**src/rtl/pipe_hazard_ctrl.sv**
```systemverilog
// Hazard/forwarding/flush/halt controller with a per-stage destination scoreboard.
// Optional perf counters (stall_cnt, flush_cnt) when HAZ_PERF_CNT_EN is defined.
module pipe_hazard_ctrl #(
    parameter int unsigned REG_AW     = 4,
    parameter int unsigned NUM_STAGES = 3,
    parameter int unsigned LOAD_STAGE = 1,
    parameter int unsigned FW_W       = 2
) (
    input  logic              clk,
    input  logic              rst,
    input  logic              id_valid,
    input  logic [REG_AW-1:0] id_rs_addr,
    input  logic              id_rs_used,
    input  logic [REG_AW-1:0] id_rt_addr,
    input  logic              id_rt_used,
    input  logic              id_we_rf,
    input  logic [REG_AW-1:0] id_dst_addr,
    input  logic              id_is_load,
    input  logic              id_is_hlt,
    input  logic              jmp_taken,
    input  logic              br_taken,
    input  logic              mem_busy,
`ifdef HAZ_PERF_CNT_EN
    output logic [15:0]       stall_cnt,
    output logic [15:0]       flush_cnt,
`endif
    output logic              stall_if_id,
    output logic              bubble_id_ex,
    output logic              flush_if_id,
    output logic              freeze,
    output logic [FW_W-1:0]   fwd_a,
    output logic [FW_W-1:0]   fwd_b,
    output logic              hlt
);

    localparam int unsigned CW = $clog2(NUM_STAGES + 1);

    typedef enum logic [1:0] {StRun, StDrain, StHalted} state_e;

    state_e                  state_q, state_d;
    logic [CW-1:0]           cnt_q, cnt_d;
    logic [NUM_STAGES-1:0]   sb_valid_q, sb_we_q, sb_load_q;
    logic [REG_AW-1:0]       sb_dst_q [NUM_STAGES];
    logic [REG_AW-1:0]       ex_rs_q, ex_rt_q;
    logic                    ex_rs_used_q, ex_rt_used_q;

    logic                    freeze_c, load_use, lu_stall, id_adv;
    logic [FW_W-1:0]         fwd_a_c, fwd_b_c;

    assign freeze_c = mem_busy | (state_q == StHalted);
    assign freeze   = ~rst & freeze_c;
    assign hlt      = ~rst & (state_q == StHalted);

    // Only loads still short of LOAD_STAGE have no forwardable data yet.
    always_comb begin
        load_use = 1'b0;
        for (int unsigned s = 0; s < LOAD_STAGE; s++) begin
            if (s < NUM_STAGES && sb_valid_q[s] && sb_we_q[s] && sb_load_q[s]) begin
                if (id_rs_used && id_rs_addr != '0 && id_rs_addr == sb_dst_q[s]) load_use = 1'b1;
                if (id_rt_used && id_rt_addr != '0 && id_rt_addr == sb_dst_q[s]) load_use = 1'b1;
            end
        end
        load_use = load_use & id_valid;
    end

    // Scan oldest to youngest so the youngest match overrides.
    always_comb begin
        fwd_a_c = '0;
        fwd_b_c = '0;
        for (int s = int'(NUM_STAGES) - 1; s >= 1; s--) begin
            if (sb_valid_q[s] && sb_we_q[s]) begin
                if (ex_rs_used_q && ex_rs_q != '0 && ex_rs_q == sb_dst_q[s]) fwd_a_c = FW_W'(s);
                if (ex_rt_used_q && ex_rt_q != '0 && ex_rt_q == sb_dst_q[s]) fwd_b_c = FW_W'(s);
            end
        end
    end

    assign fwd_a = rst ? '0 : fwd_a_c;
    assign fwd_b = rst ? '0 : fwd_b_c;

    always_comb begin
        stall_if_id  = 1'b0;
        bubble_id_ex = 1'b0;
        flush_if_id  = 1'b0;
        lu_stall     = 1'b0;
        if (!rst && !freeze_c) begin
            if (state_q == StDrain) begin
                stall_if_id  = 1'b1;
                bubble_id_ex = 1'b1;
            end else if (br_taken) begin
                flush_if_id  = 1'b1;
                bubble_id_ex = 1'b1;
            end else if (load_use) begin
                stall_if_id  = 1'b1;
                bubble_id_ex = 1'b1;
                lu_stall     = 1'b1;
            end else if (jmp_taken && id_valid) begin
                flush_if_id  = 1'b1;
            end
        end
    end

    // A jump flushes IF_ID but the jump itself still moves on to EX.
    assign id_adv = id_valid & ~stall_if_id & ~bubble_id_ex;

    always_comb begin
        state_d = state_q;
        cnt_d   = cnt_q;
        unique case (state_q)
            StRun: begin
                if (id_adv && id_is_hlt) begin
                    state_d = StDrain;
                    cnt_d   = CW'(NUM_STAGES);
                end
            end
            StDrain: begin
                cnt_d = cnt_q - 1'b1;
                if (cnt_d == '0) state_d = StHalted;
            end
            StHalted: ;
            default: state_d = StRun;
        endcase
    end

    always_ff @(posedge clk) begin
        if (rst) begin
            state_q      <= StRun;
            cnt_q        <= '0;
            sb_valid_q   <= '0;
            sb_we_q      <= '0;
            sb_load_q    <= '0;
            for (int s = 0; s < int'(NUM_STAGES); s++) sb_dst_q[s] <= '0;
            ex_rs_q      <= '0;
            ex_rt_q      <= '0;
            ex_rs_used_q <= 1'b0;
            ex_rt_used_q <= 1'b0;
        end else if (!freeze_c) begin
            state_q <= state_d;
            cnt_q   <= cnt_d;
            for (int s = 1; s < int'(NUM_STAGES); s++) begin
                sb_valid_q[s] <= sb_valid_q[s-1];
                sb_we_q[s]    <= sb_we_q[s-1];
                sb_load_q[s]  <= sb_load_q[s-1];
                sb_dst_q[s]   <= sb_dst_q[s-1];
            end
            sb_valid_q[0] <= id_adv;
            sb_we_q[0]    <= id_adv & id_we_rf;
            sb_load_q[0]  <= id_adv & id_is_load;
            sb_dst_q[0]   <= id_adv ? id_dst_addr : '0;
            ex_rs_q       <= id_adv ? id_rs_addr : '0;
            ex_rt_q       <= id_adv ? id_rt_addr : '0;
            ex_rs_used_q  <= id_adv & id_rs_used;
            ex_rt_used_q  <= id_adv & id_rt_used;
        end
    end

`ifdef HAZ_PERF_CNT_EN
    always_ff @(posedge clk) begin
        if (rst) begin
            stall_cnt <= '0;
            flush_cnt <= '0;
        end else begin
            if (lu_stall && stall_cnt != 16'hffff) stall_cnt <= stall_cnt + 16'd1;
            if (flush_if_id && flush_cnt != 16'hffff) flush_cnt <= flush_cnt + 16'd1;
        end
    end
`else
    logic unused_lu_stall;
    assign unused_lu_stall = lu_stall;
`endif

endmodule

```
**config.mk**
```make
export PLATFORM = sky130hd
export DESIGN_NAME = pipe_hazard_ctrl
export DESIGN_NICKNAME = d
export VERILOG_FILES = /design/src/rtl/pipe_hazard_ctrl.sv
export SDC_FILE = /design/constraint.sdc
export NUM_CORES = 1
export LEC_CHECK = 0
export CAP_MARGIN = 25
export CELL_PAD_IN_SITES_DETAIL_PLACEMENT = 0
export CELL_PAD_IN_SITES_GLOBAL_PLACEMENT = 2
export CORE_UTILIZATION = 31
export DETAILED_ROUTE_END_ITERATION = 6
export GPL_TIMING_DRIVEN = 1
export PLACE_DENSITY_LB_ADDON = 0.1
export SLEW_MARGIN = 20
export SYNTH_ARGS = -nofsm -noshare
export SYNTH_HDL_FRONTEND = slang
export SYNTH_SLANG_ARGS = --single-unit
export TNS_END_PERCENT = 30
```
**constraint.sdc**
```tcl
create_clock -name clk -period 3.09 [get_ports clk]
set_input_delay 0.927 -clock clk [delete_from_list [all_inputs] [get_ports clk]]
set_output_delay 0.927 -clock clk [all_outputs]
set_load 0.01 [all_outputs]
```
==> flow_summary.ini <==
[cells_and_area]
fin_area_mm2 = 0.002490
drive_gt1_share_pct = 31.82
multi_input_area_um2 = 984.7
area_growth_pct = 46.54
antenna_cells = 0
nFillCells = 492
fin_nets = 243
seq_area_um2 = 780.7

[route]
drtIter0Drc = 56
routed_wl_um = 4383
ant_nets = 0
routed_via_density = 4.928
dr.pass1.iters = 4
remaining_drc_errors = 0
num_vias = 1429
detail_route.wl_per_cell_um = 15.11

[worst_setup_path]
ff2ff_setup_slack_ns = 0.71
crit_start = id_rs_addr[1]
rr_worst_depth = 8
cp.required_ns = 2.16
worstPathArrival_ns = 2.20
critical-path-max-stage-delay_ns = 0.30
reg2reg_to = sb_dst_q[0][3]$_SDFFCE_PN0P_
slowest_stage = nor4_4
cp-end-kind = output port
r2r_start = sb_dst_q[0][2]$_SDFFCE_PN0P_
crit_type = input port to output port
crit_fanout = 3
worst_setup_path_start_kind = input port
worstPathCellList = buf_8 > buf_6 > xnor2_2 > nand2_2 > nor4_4 > buf_4 > nor3_2 > o211a_1 > buf_2

[clock_network]
path_clk_slew_ns = 0.06
cts_buffers = 5
cts-root-buf = clkbuf_8
postCtsHoldBufs = 0
htree_levels = 2
clock_sinks = 33
clkLatencyLatePin_ns = 0.28
tritoncts = done
clockBufferDepth = 2

[yosys]
synthDistinctLibCells = 39
netlist_instances = 155
async_flop_share_pct = 0
synthesis.nets = 179
syn_area_per_cell_um2 = 10.96
syn_area_mm2 = 0.001699
synthFlopType = dfxtp_1
synth_enable_flop_cells = 12
ys_seq_elements = 33
yosysSeqAreaShare_pct = 45.95
ys_warn_count = 0

[global_routing]
grt_pass1_wl_um = 7141
grt_antenna_before_repair = 0
grt_pass1_vias = 1492
grt_max_degree = 19
grt_usage_pct = 15.97
grt_overflow = 0

[placement]
io_buffers = 31
hpwl_um = 3263
dpl_worst_slack_ns = -0.9071
gp_congestion = 0.7666
place_area_mm2 = 0.002231

[power_and_ir_drop]
power_leakage_nw = 1.044
p_per_area_mw_per_mm2 = 408.5
vdd_drop_max_mv = 0.2472

[floorplanning]
ios = 32
rows = 26
die_y_um = 76.04
die_x_um = 76.04
dieArea_mm2 = 0.005781
core_area_mm2 = 0.005205
start_util_pct = 32.64

[timing]
setup_viol = 2
min_period_over_period_pct = 101.1
fmax_ghz = 0.3201
slew_viol_final = 0
setup_tns_ns = -0.03629
hold_viol = 0
fin_ws_ns = -0.03431
final.min_clock_period_ns = 3.124
clock_skew_ns = 0.002705
relSlewSlack_pct = 54.06
grt_setup_unrepaired = yes
tightest_slew_ns = 0.6869

[hold_path]
holdPathStages = 1
min_to = ex_rs_used_q$_SDFFE_PP0P_
holdCritStartpoint = ex_rs_used_q$_SDFFE_PP0P_
hold_class = flip-flop to flip-flop

[run]
max_cap_violations = 0

[status]
status = complete, but fails checks
violations = setup timing
## placed cells by master, fill, tap and decap left out, drive strengths merged
cell type	count
o31a	3
nand2	9
nor2	8
clkbuf	11
o31ai	1
or4	2
nand4	4
nand2b	1
and2	12
inv	4
nor3	4
nor4	6
nor4b	1
dfxtp	21
clkdlybuf4s50	12
edfxtp	12
a41o	1
a21o	1
a311oi	1
o211a	1
dlygate4sd2	6
a21oi	3
nor2b	4
o22ai	1
nand3	1
or3	1
buf	40
and4bb	1
o41ai	3
a22o	16
xor2	11
nor3b	2
ha	1
xnor2	13
a211oi	2
## registers in the layout (all words and copies together) (netlist names)
name          cells
ex_rs_q           4
sb_load_q         1
state_q           2
ex_rt_used_q      1
sb_dst_q         12
ex_rs_used_q      1
ex_rt_q           4
sb_we_q           3
sb_valid_q        3
cnt_q             2
## stage by stage
stage | std cells | util (%) | power [mW] | hold slack, ns
floorplan | 155 | - | 0.5573 | 0.4408
global placement | 273 | 42.86 | 0.6291 | 0.4563
detailed placement | 273 | 42.86 | 0.6316 | 0.4586
CTS | 288 | 46.54 | 1.016 | 0.4755
global route | 290 | 47.84 | 1.060 | 0.4876
finish | 290 | 47.84 | 1.017 | 0.4787
## metal layers
layer	GRT usage (%)	share of wire, %
met2	27.73	52
met1	18.72	44
met3	5.150	3.2
met4	4.808	0.87
met5	0	0
## final cells by class
type,instances,share of cell area [%]
Clock buffer,8,4.472
Inverter,4,0.6030
Multi-Input combinational cell,114,39.55
Sequential cell,33,31.36
Tap cell,70,3.518
Timing Repair Buffer,61,20.50
## how the worst max path moves through the flow
stage | cells after the start | endpoint | slack (ns)
after floorplan | 5 | stall_if_id | 0.11
after global placement | 7 | bubble_id_ex | -0.91
after detailed placement | 7 | bubble_id_ex | -0.91
after CTS | 8 | stall_if_id | -0.15
after global routing | 9 | flush_if_id | -0.13
final | 9 | flush_if_id | -0.03
## power by group
group	internal, mW	total [mW]	switching, mW
clock network	0.230	0.385	0.154
registers	0.468	0.489	0.0205
logic	0.0785	0.144	0.0652
## Yosys cell counts, types with 2 or more instances
master	n	area (µm²)
clkbuf_1	2	7.510
a22o_1	16	140.1
nand2_1	9	33.78
or4_1	2	15.01
nor4_1	3	18.77
o41ai_1	2	17.52
nor3_4	2	32.53
nor3_1	2	10.01
nand4_1	4	25.02
a21oi_1	3	15.01
xnor2_1	13	113.9
xor2_1	11	96.34
nor2_1	7	26.28
nor3b_1	2	15.01
a211oi_1	2	15.01
inv_1	4	15.01
nor2b_1	4	25.02
nor4_4	2	42.54
dfxtp_1	21	420.4
edfxtp_1	12	360.4
o31a_1	3	26.28
and2_1	12	75.07
## cells by family after synthesis
| logic type | count (synthesis) | share of synthesized area, % |
|---|---|---|
| fa+ha+maj | 1 | 0.7363 |
| compound gates | 33 | 16.50 |
| flops | 33 | 45.95 |
| buf+inv | 8 | 2.282 |
| xor+xnor | 24 | 12.37 |
| simple gates | 56 | 22.16 |
## worst max-delay path: cells and delay by family
kind | cells | cell delay (ns)
buffers and inverters | 4 | 0.52
AND/OR/NAND/NOR | 3 | 0.42
XOR/XNOR | 1 | 0.13
AO/OA/AOI/OAI | 1 | 0.19
## what timing repair did
action                     in CTS  in global routing
hold endpoints to repair        0                  0
setup endpoints to repair       9                  5
gates resized for setup        62                 23
pin swaps                      11                  7
buffers inserted                7                  2
(Power assumes the default switching activity.)
==> edit 1: new RTL, config.mk and constraints unchanged <==
Re-encode `state_e` (3 states) as one-hot, 3 bits wide.
--- a/src/rtl/pipe_hazard_ctrl.sv
+++ b/src/rtl/pipe_hazard_ctrl.sv
@@ -35,7 +35,7 @@
 
     localparam int unsigned CW = $clog2(NUM_STAGES + 1);
 
-    typedef enum logic [1:0] {StRun, StDrain, StHalted} state_e;
+    typedef enum logic [2:0] {StRun = 3'b001, StDrain = 3'b010, StHalted = 3'b100} state_e;
 
     state_e                  state_q, state_d;
     logic [CW-1:0]           cnt_q, cnt_d;
Check against the original RTL: same outputs for any inputs over 4 cycles, from zero or initial values and one cycle with rst high; so few cycles prove little.
==> edit 1 against the original RTL <==
Via count fell by 0.42%. First-iteration DRC count rose by 34%. Sequential cell count rose by 1. Area after synthesis rose by 3.4%. Cell area fell by 3.9%. Clock power rose by 26%. Synthesized cell count rose by 8.4%. Clock skew rose by 0.0028 ns. Total power rose by 8.5%. Worst setup slack improved by 0.073 ns. Wire length fell by 9.9%. Sequential power rose by 2%. Critical endpoint is now stall_if_id.
==> edit 1: results (changes against the original RTL) <==
GLOBAL ROUTE
--------------------------------------------------------------------------------
Wire length of the first global-routing pass ......................      6550 um   -8.3%
Grt met2 use ......................................................        21.0%   -6.8 points
Via count of the first global-routing pass ........................         1353   -9.3%
GRT Util Overall ..................................................        14.4%   -1.6 points
Met3 track utilization from global routing ........................        4.76%   -0.39 points
Grt met1 use ......................................................        19.8%   +1.0 points
Maximum number of pins on one net before global-route repair ......           18   -1

ROUTING
--------------------------------------------------------------------------------
Amount of wire on met2 after detailed routing .....................      1690 um   -25%
Number of DRC violations after detailed-routing iteration 0 .......           75   +34%
Detail-routed via count per cell ..................................         4.82   -2.1%
M1 wire length ....................................................      2050 um   +6.0%
DRT Wirelength ....................................................      3950 um   -9.9%

PLACED DESIGN
--------------------------------------------------------------------------------
HPWL after DPL ....................................................      3150 um   -3.4%
Final RePlAce weighted congestion .................................        0.801   +4.5%
Worst setup slack before clock tree synthesis .....................    -0.783 ns   +0.124 ns
# placed instances ................................................          286   +4.8%

CRITICAL PATH
--------------------------------------------------------------------------------
Cell type group with the largest total delay on the critical path . compound AO/OA/AOI/OAI gates
Reg-to-reg endpoint ............................................... sb_dst_q[0][1]
Arrival time of data at the critical path endpoint ................      2.12 ns   -0.08 ns
Startpoint of the worst register-to-register path ................. sb_dst_q[0][3]
Number of cell instances on the worst register-to-register path ...            6   -2
Standard cell with the maximum stage delay on the critical path ... sky130_fd_sc_hd__or3_4
Flop-to-flop setup slack ..........................................      1.17 ns   +0.46 ns
CP max stage delay ................................................      0.38 ns   +0.08 ns

PWR
--------------------------------------------------------------------------------
Maximum resistive drop on vdd .....................................     0.207 mV   -16%
Leakage power of the design .......................................      1.01 nW   -2.8%

YOSYS
--------------------------------------------------------------------------------
Top cells by area in the synthesized netlist ...................... sky130_fd_sc_hd__dfxtp_1 25%, sky130_fd_sc_hd__edfxtp_1 21%, sky130_fd_sc_hd__xor2_1 7.0%
Sequential element share of the synthesized area ..................        45.6%   -0.37 points
Leading cell types by count after synthesis ....................... 22 x sky130_fd_sc_hd__dfxtp_1, 14 x sky130_fd_sc_hd__xor2_1, 13 x sky130_fd_sc_hd__and2_1, 13 x sky130_fd_sc_hd__xnor2_1

TIMING
--------------------------------------------------------------------------------
Pin slew with the least headroom to its limit .....................     0.490 ns   -0.197 ns
Worst hold margin .................................................     0.478 ns   -0.000816 ns
Maximum clock skew at final layout ................................   0.00554 ns   +0.00283 ns

WORST HOLD PATH
--------------------------------------------------------------------------------
Sink of the worst hold path ....................................... ex_rt_used_q

LAYOUT
--------------------------------------------------------------------------------
Layout cells sized above 1 ........................................        25.6%   -6.3 points

STATUS
--------------------------------------------------------------------------------
Run status ........................................................    completed

-- edit 1: what timing repair did --
action,4_1_cts,5_1_grt
setup endpoints to repair,9,6
pin swaps,7,6
buffers inserted,1,0
gates resized for setup,54,14
-- edit 1: how the worst max path moves through the flow --
stage             startpoint           to  slack [ns]  cells past startpoint
2_1_floorplan  id_rs_addr[3]  stall_if_id        0.14                      4
3_3_place_gp   id_rs_addr[3]  stall_if_id       -0.77                      6
3_5_place_dp        id_valid  stall_if_id       -0.78                      6
4_1_cts        id_rs_addr[1]  stall_if_id       -0.04                      6
5_1_grt        id_rs_addr[3]  stall_if_id       -0.04                      6
6_report       id_rs_addr[3]  stall_if_id        0.04                      6
-- edit 1: power breakdown --
part,internal (mW),switching (mW)
Combinational,0.0668,0.0499
Clock,0.323,0.163
Sequential,0.481,0.0205
-- edit 1: cells by family (layout without fill, tap and decap cells) --
family          after synthesis  after routing  share of synthesized area (%)
mux                           5              5                           2.85
fa+ha+maj                     1              1                          0.712
xor+xnor                     27             27                           13.5
compound gates               31             31                           14.9
simple gates                 61             61                           19.9
buf+inv                       9             64                           2.56
flops                        34             34                           45.6
-- edit 1: cell type report --
type / instances / area (um^2) / area share [%]
Sequential cell: 34 / 801 / 33.5
Clock buffer: 5 / 68.8 / 2.88
Timing Repair Buffer: 52 / 418 / 17.5
Inverter: 4 / 15.0 / 0.628
Multi-Input combinational cell: 125 / 931 / 38.9
Tap cell: 72 / 90.1 / 3.77
Clock inverter: 3 / 68.8 / 2.88
-- edit 1: per-stage QoR --
step	instance area, um^2	power, mW
final	2390	1.10
after global routing	2390	1.15
after CTS	2410	1.12
after detailed placement	2280	0.632
after global placement	2280	0.630
after floorplan	1760	0.562
==> edit 2: new RTL, same settings <==
Without the edit above. Add a define of `HAZ_PERF_CNT_EN`.
--- a/src/rtl/pipe_hazard_ctrl.sv
+++ b/src/rtl/pipe_hazard_ctrl.sv
@@ -1,5 +1,7 @@
 // Hazard/forwarding/flush/halt controller with a per-stage destination scoreboard.
 // Optional perf counters (stall_cnt, flush_cnt) when HAZ_PERF_CNT_EN is defined.
+`define HAZ_PERF_CNT_EN
+
 module pipe_hazard_ctrl #(
     parameter int unsigned REG_AW     = 4,
     parameter int unsigned NUM_STAGES = 3,
Check against the original RTL (old outputs only; new: flush_cnt and stall_cnt): equivalent (Yosys induction, for registers that start in step).
==> edit 2 against the original RTL <==
Maximum frequency is 0.51% higher. Wire length up 89%. Sequential cell count is 32 higher. Critical endpoint unchanged. First-iteration DRC count increased by 3.6%. The run still ends with negative setup slack left. Largest power group unchanged. Total power rose by 70%. Cell area rose by 80%. Worst setup slack gained 0.016 ns. Area after synthesis grew 91%.
==> edit 2: results (changes against the original RTL) <==
CRITICAL PATH
------------------------------------------------------------------------------
Arrival time of data at the critical path endpoint ..............      2.18 ns   -0.02 ns
Flop-to-flop setup slack ........................................      0.67 ns   -0.04 ns
Standard cell with the maximum stage delay on the critical path . sky130_fd_sc_hd__or3_4
Start point of the critical path ................................ id_rt_addr[2]
Reg-to-reg endpoint ............................................. stall_cnt[5]
CP max stage delay ..............................................      0.39 ns   +0.09 ns
Number of cell instances on the worst register-to-register path .           10   +2

YOSYS
------------------------------------------------------------------------------
Sequential element share of the synthesized area ................        43.8%   -2.2 points
Area fraction in compound gates after synthesis .................        16.7%   +0.20 points
Synth async-reset ratio .........................................           0%   unchanged
Top cells by area in the synthesized netlist .................... sky130_fd_sc_hd__dfxtp_1 33%, sky130_fd_sc_hd__edfxtp_1 11%, sky130_fd_sc_hd__xnor2_1 5.7%
Number of nets produced by synthesis ............................          370   +110%
Cells after Synth ...............................................          344   +120%
Unique cell type count in the Yosys netlist .....................           52   +33%
Post-synthesis xor/xnor area fraction ...........................        9.95%   -2.4 points

STATUS
------------------------------------------------------------------------------
Run status ...................................................... complete, but fails checks
Violations in the final reports ................................. negative setup slack

PLACED DESIGN
------------------------------------------------------------------------------
# placed instances ..............................................          555   +100%
Count of port buffers added during placement ....................           63   +100%
HPWL after DPL ..................................................      5990 um   +84%
Final RePlAce weighted congestion ...............................        0.809   +5.5%
Area after detailed placement ...................................    4210 um^2   +89%

GLOBAL ROUTE
------------------------------------------------------------------------------
Via count of the first global-routing pass ......................         2798   +88%
Maximum number of pins on one net before global-route repair ....           25   +6
GRT Util Overall ................................................        15.8%   -0.20 points
Wire length of the first global-routing pass ....................     13800 um   +93%
Antenna violations before repair ................................            0   unchanged

ROUTING
------------------------------------------------------------------------------
DRT Wirelength ..................................................      8300 um   +89%
Number of DRC violations after detailed-routing iteration 0 .....           58   +3.6%
Number of vias after detailed routing ...........................         2863   +100%

CLOCK NETWORK
------------------------------------------------------------------------------
CTS HTree Levels ................................................            3   +1
CTS buffer count ................................................            9   +4

WORST HOLD PATH
------------------------------------------------------------------------------
Sink of the worst hold path ..................................... sb_valid_q[0]
Launch point of the worst hold path ............................. sb_valid_q[0]

TIMING
------------------------------------------------------------------------------
Pin slew with the least headroom to its limit ...................     0.520 ns   -0.167 ns
Maximum clock skew at final layout ..............................    0.0138 ns   +0.0111 ns
Setup_tns .......................................................   -0.0323 ns   +0.00400 ns
Count of final setup violators ..................................            2   unchanged
Setup ws final ..................................................   -0.0185 ns   +0.0158 ns

PWR
------------------------------------------------------------------------------
Cell Int Power ..................................................      1.31 mW   +68%
Leakage power of the design .....................................      1.66 nW   +59%
Maximum resistive drop on vdd ...................................     0.171 mV   -31%

LAYOUT
------------------------------------------------------------------------------
Number of standard cells in the final layout excluding fillers ..          572   +97%
Largest regs .................................................... flush_cnt: 16 flops, stall_cnt: 16 flops, sb_dst_q: 12 flops
Fin nets ........................................................          461   +90%
Layout cells sized above 1 ......................................        20.3%   -12 points

## edit 2: changes by cell type in the layout (fill, tap and decap cells not counted), sizes merged, moves of 5 or more
cell and delta:
and3 +6, xnor2 +8, or3 +12, a21oi +24, nand4 +11, o21ai +12, clkdlybuf4s50 +31, nand3 +13
dfxtp +32, and2 +5, and4 +5, nor2 +15
## edit 2: repair_timing
| action | in CTS | in global routing |
|---|---|---|
| setup buffers | 2 | 0 |
| resized for setup | 68 | 15 |
| hold endpoints to repair | 0 | 0 |
| setup endpoints to repair | 8 | 5 |
| pin swaps | 9 | 11 |
## edit 2: power groups by stage
stage / Sequential, mW / Clock, mW / Combinational (mW)
floorplan: 0.917 / 0 / 0.0887
finish: 0.907 / 0.644 / 0.180
CTS: 0.906 / 0.666 / 0.176
global placement: 0.925 / 0 / 0.167
global route: 0.909 / 0.710 / 0.196
detailed placement: 0.925 / 0 / 0.167
## edit 2: layer usage
metal | up-vias | track usage [%] | share of wire (%)
met4 | 0 | 4.59 | 0.87
met1 | 1357 | 21.6 | 51
met2 | 50 | 23.9 | 45
met5 | - | 0 | 0
met3 | 7 | 4.45 | 3.3
li1 | 1449 | - | -
## edit 2: area by class of cell
cell class | instances | area (um^2)
clock buffer | 12 | 155
clock inverter | 3 | 17.5
fill | 988 | 5470
inverter | 5 | 18.8
multi-input combinational | 258 | 1840
sequential | 65 | 1420
tap | 133 | 166
timing repair buffer | 96 | 870
## edit 2: stage by stage
step                      setup WS (ns)  hold slack (ns)
final                           -0.0185            0.479
after global routing            -0.0952            0.490
after CTS                        -0.127            0.481
after detailed placement         -0.830            0.462
after global placement           -0.798            0.461
after floorplan                  0.0495            0.441
